**src/rtl/sargantana_icache_flush_unit_if.sv**
```systemverilog
// Flush-unit signal bundle: requests from the core/cache side,
// valid-bit write port and status back from the flush unit.
interface sargantana_icache_flush_unit_if #(
    parameter int ICACHE_N_WAY     = 4,
    parameter int ICACHE_IDX_WIDTH = 6
);
    logic                        flush_req_i;
    logic                        inval_req_i;
    logic [ICACHE_IDX_WIDTH-1:0] inval_idx_i;
    logic                        cache_busy_i;
    logic                        flush_ena_o;
    logic                        valid_we_o;
    logic [ICACHE_IDX_WIDTH-1:0] valid_addr_o;
    logic [ICACHE_N_WAY-1:0]     valid_way_mask_o;
    logic                        inval_ack_o;
    logic                        flush_done_o;
    logic                        flush_busy_o;

    modport master (
        output flush_req_i, inval_req_i, inval_idx_i, cache_busy_i,
        input  flush_ena_o, valid_we_o, valid_addr_o, valid_way_mask_o,
        input  inval_ack_o, flush_done_o, flush_busy_o
    );

    modport slave (
        input  flush_req_i, inval_req_i, inval_idx_i, cache_busy_i,
        output flush_ena_o, valid_we_o, valid_addr_o, valid_way_mask_o,
        output inval_ack_o, flush_done_o, flush_busy_o
    );
endinterface

```
**src/rtl/sargantana_icache_flush_unit.sv**
```systemverilog
// I-cache valid-bit clear sequencer: full sweep (fence.i) or
// single-set invalidation, one set per cycle, flush has precedence.
module sargantana_icache_flush_unit #(
    parameter int ICACHE_N_WAY     = 4,
    parameter int ICACHE_IDX_WIDTH = 6
) (
    input  logic                           clk_i,
    input  logic                           rstn_i,
    sargantana_icache_flush_unit_if.slave  bus
);
    typedef enum logic [2:0] {
        IDLE,
        WAIT,
        FLUSH,
        DONE,
        INVAL
    } state_t;

    state_t                      state_q, state_d;
    logic [ICACHE_IDX_WIDTH-1:0] cnt_q, cnt_d;
    logic [ICACHE_IDX_WIDTH-1:0] inv_idx_q, inv_idx_d;
    logic                        pend_q, pend_d;
    logic                        flush_any;

    assign flush_any = bus.flush_req_i | pend_q;

    // State, sweep counter, pending flag and latched index
    always_ff @(posedge clk_i or negedge rstn_i) begin
        if (!rstn_i) begin
            state_q   <= IDLE;
            cnt_q     <= '0;
            inv_idx_q <= '0;
            pend_q    <= 1'b0;
        end else begin
            state_q   <= state_d;
            cnt_q     <= cnt_d;
            inv_idx_q <= inv_idx_d;
            pend_q    <= pend_d;
        end
    end

    // Next-state: a flush request is remembered in any state and
    // only consumed when a sweep actually starts
    always_comb begin
        state_d   = state_q;
        cnt_d     = cnt_q;
        inv_idx_d = inv_idx_q;
        pend_d    = pend_q | bus.flush_req_i;
        unique case (state_q)
            IDLE: begin
                if (flush_any && !bus.cache_busy_i) begin
                    state_d = FLUSH;
                    cnt_d   = '0;
                    pend_d  = 1'b0;
                end else if (flush_any) begin
                    state_d = WAIT;
                end else if (bus.inval_req_i && !bus.cache_busy_i) begin
                    state_d   = INVAL;
                    inv_idx_d = bus.inval_idx_i;
                end
            end
            WAIT: begin
                if (!bus.cache_busy_i) begin
                    state_d = FLUSH;
                    cnt_d   = '0;
                    pend_d  = 1'b0;
                end
            end
            FLUSH: begin
                cnt_d = cnt_q + 1'b1;
                if (&cnt_q) begin
                    state_d = DONE;
                end
            end
            DONE:    state_d = IDLE;
            INVAL:   state_d = IDLE;
            default: state_d = IDLE;
        endcase
    end

    // Outputs decoded from registered state only
    always_comb begin
        bus.flush_ena_o      = (state_q == FLUSH);
        bus.valid_we_o       = (state_q == FLUSH) || (state_q == INVAL);
        bus.inval_ack_o      = (state_q == INVAL);
        bus.flush_done_o     = (state_q == DONE);
        bus.flush_busy_o     = pend_q || (state_q == WAIT) ||
                               (state_q == FLUSH) || (state_q == DONE);
        bus.valid_way_mask_o = {ICACHE_N_WAY{bus.valid_we_o}};
        bus.valid_addr_o     = '0;
        if (state_q == FLUSH) begin
            bus.valid_addr_o = cnt_q;
        end else if (state_q == INVAL) begin
            bus.valid_addr_o = inv_idx_q;
        end
    end
endmodule

```
**src/flat_wrapper.sv**
```systemverilog
// flat-port wrapper written by rule: the top's interface ports become plain ports
module sargantana_icache_flush_unit_flat 
#(
    parameter int ICACHE_N_WAY     = 4,
    parameter int ICACHE_IDX_WIDTH = 6
)
  (clk_i, rstn_i, bus_flush_req_i, bus_inval_req_i, bus_inval_idx_i, bus_cache_busy_i, bus_flush_ena_o, bus_valid_we_o, bus_valid_addr_o, bus_valid_way_mask_o, bus_inval_ack_o, bus_flush_done_o, bus_flush_busy_o);
  sargantana_icache_flush_unit_if #(.ICACHE_N_WAY(ICACHE_N_WAY), .ICACHE_IDX_WIDTH(ICACHE_IDX_WIDTH)) bus_i ();
  input  logic clk_i;
  input  logic rstn_i;
  input wire logic [$bits(bus_i.flush_req_i)-1:0] bus_flush_req_i;
  input wire logic [$bits(bus_i.inval_req_i)-1:0] bus_inval_req_i;
  input wire logic [$bits(bus_i.inval_idx_i)-1:0] bus_inval_idx_i;
  input wire logic [$bits(bus_i.cache_busy_i)-1:0] bus_cache_busy_i;
  output wire logic [$bits(bus_i.flush_ena_o)-1:0] bus_flush_ena_o;
  output wire logic [$bits(bus_i.valid_we_o)-1:0] bus_valid_we_o;
  output wire logic [$bits(bus_i.valid_addr_o)-1:0] bus_valid_addr_o;
  output wire logic [$bits(bus_i.valid_way_mask_o)-1:0] bus_valid_way_mask_o;
  output wire logic [$bits(bus_i.inval_ack_o)-1:0] bus_inval_ack_o;
  output wire logic [$bits(bus_i.flush_done_o)-1:0] bus_flush_done_o;
  output wire logic [$bits(bus_i.flush_busy_o)-1:0] bus_flush_busy_o;
  assign bus_i.flush_req_i = bus_flush_req_i;
  assign bus_i.inval_req_i = bus_inval_req_i;
  assign bus_i.inval_idx_i = bus_inval_idx_i;
  assign bus_i.cache_busy_i = bus_cache_busy_i;
  assign bus_flush_ena_o = bus_i.flush_ena_o;
  assign bus_valid_we_o = bus_i.valid_we_o;
  assign bus_valid_addr_o = bus_i.valid_addr_o;
  assign bus_valid_way_mask_o = bus_i.valid_way_mask_o;
  assign bus_inval_ack_o = bus_i.inval_ack_o;
  assign bus_flush_done_o = bus_i.flush_done_o;
  assign bus_flush_busy_o = bus_i.flush_busy_o;
  sargantana_icache_flush_unit #(.ICACHE_N_WAY(ICACHE_N_WAY), .ICACHE_IDX_WIDTH(ICACHE_IDX_WIDTH)) u_core (.clk_i(clk_i), .rstn_i(rstn_i), .bus(bus_i));
endmodule
```
**config.mk**
```make
export PLATFORM = sky130hd
export DESIGN_NAME = sargantana_icache_flush_unit_flat
export DESIGN_NICKNAME = d
export VERILOG_FILES = /design/src/rtl/sargantana_icache_flush_unit_if.sv /design/src/rtl/sargantana_icache_flush_unit.sv /design/src/flat_wrapper.sv
export SDC_FILE = /design/constraint.sdc
export NUM_CORES = 1
export LEC_CHECK = 0
export ABC_AREA = 1
export BUFFER_PORTS_ARGS = -buffer_cell sky130_fd_sc_hd__buf_2
export CORE_UTILIZATION = 30
export CTS_BUF_LIST = sky130_fd_sc_hd__clkbuf_16
export DETAILED_ROUTE_END_ITERATION = 8
export PLACE_DENSITY = 0.56
export SLEW_MARGIN = 25
export SYNTH_ARGS = -nofsm -noshare
export SYNTH_HDL_FRONTEND = slang
export SYNTH_SLANG_ARGS = --single-unit
```
**constraint.sdc**
```tcl
create_clock -name clk_i -period 3 [get_ports clk_i]
set_clock_uncertainty 0.15 [all_clocks]
set_input_delay 0 -clock clk_i [delete_from_list [all_inputs] [get_ports clk_i]]
set_output_delay 0 -clock clk_i [all_outputs]
set_load 0.05 [all_outputs]
```
## After elaboration in Yosys (flattened, before gate mapping)

Index checks and enable logic that the tools add are counted.

| storage, ports and cells | value |
|---|---|
| register bits | 16 |

| cells by class | value |
|---|---|
| equal/unequal tests | 8 |
| add/subtract/negate cells | 1 |
| reductions and logical operators | 13 |
| muxes and demuxes | 14 |
| bitwise gates (word level) | 3 |

Operators with widths:

| kind | count |
|---|---|
| 2-to-1 mux 6 bit | 4 |
| one-hot mux 6 bit (3 select lines) | 1 |
| 2-to-1 mux 3 bit | 5 |
| one-hot mux 3 bit (3 select lines) | 1 |
| adder 6 x 1 -> 6 bit, second input constant | 1 |
| == test 3 x 2 -> 1 bit, second input constant | 2 |
| AND reduction 3 bit | 2 |
| AND reduction 6 bit | 1 |
| logical OR 1 bit | 4 |
| != test 2 x 1 -> 1 bit, second input constant | 2 |
| != test 4 x 1 -> 1 bit, second input constant | 1 |
| AND reduction 4 bit | 1 |
| == test 3 x 1 -> 1 bit, second input constant | 1 |
| == test 3 bit, second input constant | 1 |
| zero test 3 bit | 1 |
| nonzero test 3 bit | 1 |
| logical AND 1 bit | 2 |
| 2-to-1 mux 1 bit | 2 |
| != test 2 bit, second input constant | 1 |
| NOT 1 bit | 2 |
| one-hot mux 1 bit (2 select lines) | 1 |
| zero test 1 bit | 1 |
| OR 1 bit | 1 |

## Logic depth before layout (Yosys ltp)

| logic depth | value |
|---|---|
| depth after elaboration | 6 |
| gate-level depth with buffers | 7 |
| mapped depth without buffers | 7 |

## Worst setup path after synthesis

Ideal clock, no wire load.

| path | value |
|---|---|
| path kind | register to output |
| start | reg u_core.state_q[0] |
| end | out bus_valid_addr_o[0] |
| cell stages (with the launch flop) | 4 |
| slack | 1.104 ns |
| arrival | 1.746 ns |
| buffers on the path | 0 |
| cells stage by stage | dfrtp_1 inv_1 nand3_4 o21ai_0 |

| between the ends | value |
|---|---|
| cells in the longest elaborated chain, start to end | 3 |
| elaborated cells between the ends (all ways) | 4 |
| classes of those cells | 2 x eq/ne; 2 x mux |

Ends and longest elaborated chain:

| element | RTL line | source |
|---|---|---|
| start: declaration | sargantana_icache_flush_unit.sv:19 | `state_t state_q, state_d;` |
| start signal: assignment | sargantana_icache_flush_unit.sv:35 | `state_q <= state_d;` |
| == test 3 bit | sargantana_icache_flush_unit.sv:93 | `end else if (state_q == INVAL) begin` |
| 2-to-1 mux 6 bit | sargantana_icache_flush_unit.sv:93 |  |
| 2-to-1 mux 6 bit * | sargantana_icache_flush_unit.sv:91 | `if (state_q == FLUSH) begin` |
| end: declaration | flat_wrapper.sv:17 | `output wire logic [$bits(bus_i.valid_addr_o)-1:0] bus_valid_addr_o;` |

Mark *: on every way between the ends. The rest lies on a longest branch, timed or not.

## Worst setup path in the final report

| path | value |
|---|---|
| start | reg u_core.state_q[1] |
| end | out bus_valid_addr_o[5] |

Same word-level chain as after synthesis.

==> impl_metrics.py <==
metrics = {
    "sta": {
        "finalCritPeriodShare_pct": 56.75,
        "finalSetupViolCount": 0,
        "slew_headroom_pct": 76.29,
        "rsz0062_at_grt": "no",
        "fmax_mhz": 587.3,
        "hold_viol": 0,
        "period_needed_ps": 1703,
        "drv_slew": 0,
        "setup_tns_ps": 0,
        "fin_ws_ps": 1297,
        "tightest_slew_ps": 355.6,
    },
    "routing": {
        "dr.pass1.iters": 6,
        "viasPerCell": 4.727,
        "avgRoutedWirePerCell_microns": 10.95,
        "drt_wl_total_microns": 2048,
        "vias": 884,
        "drt_iter0_markers": 31,
        "postRouteAntennaNets": 0,
        "drcViolationCount": 8,
    },
    "layout": {
        "multi_input_area_sq_um": 432.9,
        "seq_area_sq_um": 400.4,
        "nets": 170,
        "num_antenna_cells": 0,
        "drive_gt1_share_pct": 25.64,
        "fill_cells": 284,
        "area.growth.synth_to_final_pct": 32.61,
        "fin_area_sq_mm": 0.001216,
    },
    "clocking": {
        "cts-buffers-inserted": 3,
        "insertion_delay_ps": 240,
        "path_clk_slew_ps": 50,
        "clkSinkCount": 16,
        "clockRootBuffer": "clkbuf_16",
        "post_cts_buffers": 0,
        "ctsResizeCount": 0,
        "cts_tree": "done",
        "cts_htree_levels": 1,
        "ctsHoldBuffers": 9,
        "ctsLongestPathBuffers": 2,
    },
    "run_status": {
        "status": "finished with violations",
        "violations": "design-rule violations",
    },
    "critical_path": {
        "cp_max_fo": 7,
        "end_kind": "output port",
        "worst-setup-path-type": "flop to output port",
        "critPathLaunchType": "flop",
        "critPathArrivalTime_ps": 1550,
        "required_ps": 2850,
    },
    "grt": {
        "grt_max_degree": 17,
        "track_usage_pct": 14.50,
        "antenna_found_initial": 0,
        "overflow": 0,
        "grt_pass1_wl_microns": 3608,
        "grt_pass1_vias": 843,
    },
    "die": {
        "placementRows": 19,
        "fp.dieW_microns": 57.29,
        "die_area_sq_mm": 0.003282,
        "start_util_pct": 32.42,
        "die_y_microns": 57.29,
        "io_pins": 26,
        "core-area_sq_mm": 0.002829,
    },
    "min_path": {
        "worstHoldPathType": "input port to asynchronous set/reset pin",
    },
    "synth": {
        "synth_nets": 135,
        "ys_top_cells_by_area": "dfrtp_1 (44%), nand2_1 (23%), o21ai_0 (4.4%)",
        "synthCells": 123,
        "post_synth.cell_area_avg_sq_um": 7.456,
        "synth_top_area_share_pct": 43.66,
        "yosysUniqueCellTypes": 20,
        "synth_warnings": 0,
        "syn_area_sq_um": 917.1,
        "ys_seq_elements": 16,
        "synth_top_cell_by_area": "dfrtp_1",
        "synth-seq-area-share_pct": 43.66,
    },
    "place": {
        "place_congestion": 0.8731,
        "place_ws_ps": 1548,
        "dp_hpwl_microns": 1583,
        "port_buffers": 25,
        "placed_area_sq_mm": 0.001051,
    },
    "pwr": {
        "power_uw": 1324,
        "p_leak_uw": 0.0006778,
        "ir_drop_mv": 0.4358,
        "p_per_area_mw_per_mm2": 1089,
    },
    "flow_run": {
        "cap_violations": 0,
    },
}
synth_stat cells (all sizes together):
| cell type | instances |
|---|---|
| a22o | 1 |
| nand4 | 2 |
| nor3 | 1 |
| buf | 4 |
| or2 | 1 |
| a21oi | 3 |
| o21ai | 8 |
| a31oi | 1 |
| nand2 | 57 |
| dfrtp | 16 |
| nand3 | 5 |
| ha | 1 |
| nor2 | 10 |
| clkinv | 1 |
| inv | 12 |
layout by cell type (no fill, tap or decap), drive strengths merged:
master and n:
a21oi 3, ha 1, clkinv 1, nand2 57
a31oi 1, nand3 5, dfrtp 16, nor2 10
buf 25, clkbuf 3, nor3 1, nand4 2
o21ai 8, dlygate4sd3 9, inv 12, or2 1
a22o 1
cell type report:
cell class / count / area share (%)
Sequential cell: 16 / 32.92
Multi-Input combinational cell: 90 / 35.60
Timing Repair Buffer: 34 / 17.70
Tap cell: 31 / 3.189
Clock buffer: 3 / 6.173
Inverter: 13 / 4.424
stage by stage:
step           std cells  hold WS (ps)  util (%)
6_report             187         39.82     42.99
5_1_grt              187         89.37     42.99
4_1_cts              187         55.41     42.99
3_5_place_dp         175        -212.0     37.15
3_3_place_gp         175        -213.0     37.15
2_1_floorplan        123        -445.6         -
report_power, final:
group	total (uW)	internal (uW)	switching, uW
clock	250	174	76.0
combinational	697	183	514
sequential	376	300	75.4
path summary, 6_finish.rpt:
kind                            slack (ps)             endpoint                start  depth (start not counted)
worst max register to register        1440        u_core.pend_q        u_core.pend_q                          3
worst min register to register         330  u_core.inv_idx_q[0]  u_core.inv_idx_q[0]                          2
min in group clk_i                      60    u_core.state_q[2]      bus_flush_req_i                          4
max in group asynchronous             2400        u_core.pend_q               rstn_i                          2
worst max-delay path                  1300  bus_valid_addr_o[5]    u_core.state_q[1]                          6
worst min-delay path                    40      u_core.cnt_q[2]               rstn_i                          2
logic make-up (layout without fill, tap and decap cells):
kind of cell,after synthesis,in the layout,share of synthesized area (%)
AND/OR/NAND/NOR,76,76,38.20
buffers and inverters,17,50,9.140
flip-flops,16,16,43.66
AO/OA/AOI/OAI,13,13,7.640
adder cells (fa/ha/maj),1,1,1.364
critical path, stage by stage, from the launching register on:
cell and delay, ps:
dfrtp_1 460, nor2_4 170, nand2_1 90, inv_2 130, nand2_1 70, o21ai_0 90
buf_2 290
metal layers:
metal	routed length (microns)	GRT usage (%)
met5	0	0
met1	1003	18.79
met3	104	2.268
met4	16	7.317
met2	924	23.53
sequential cells by signal, summed over array words and instances, names as in the netlist:
name	cells
u_core.pend_q	1
u_core.state_q	3
u_core.cnt_q	6
u_core.inv_idx_q	6
Note: power is estimated with default switching activity, not from simulation.
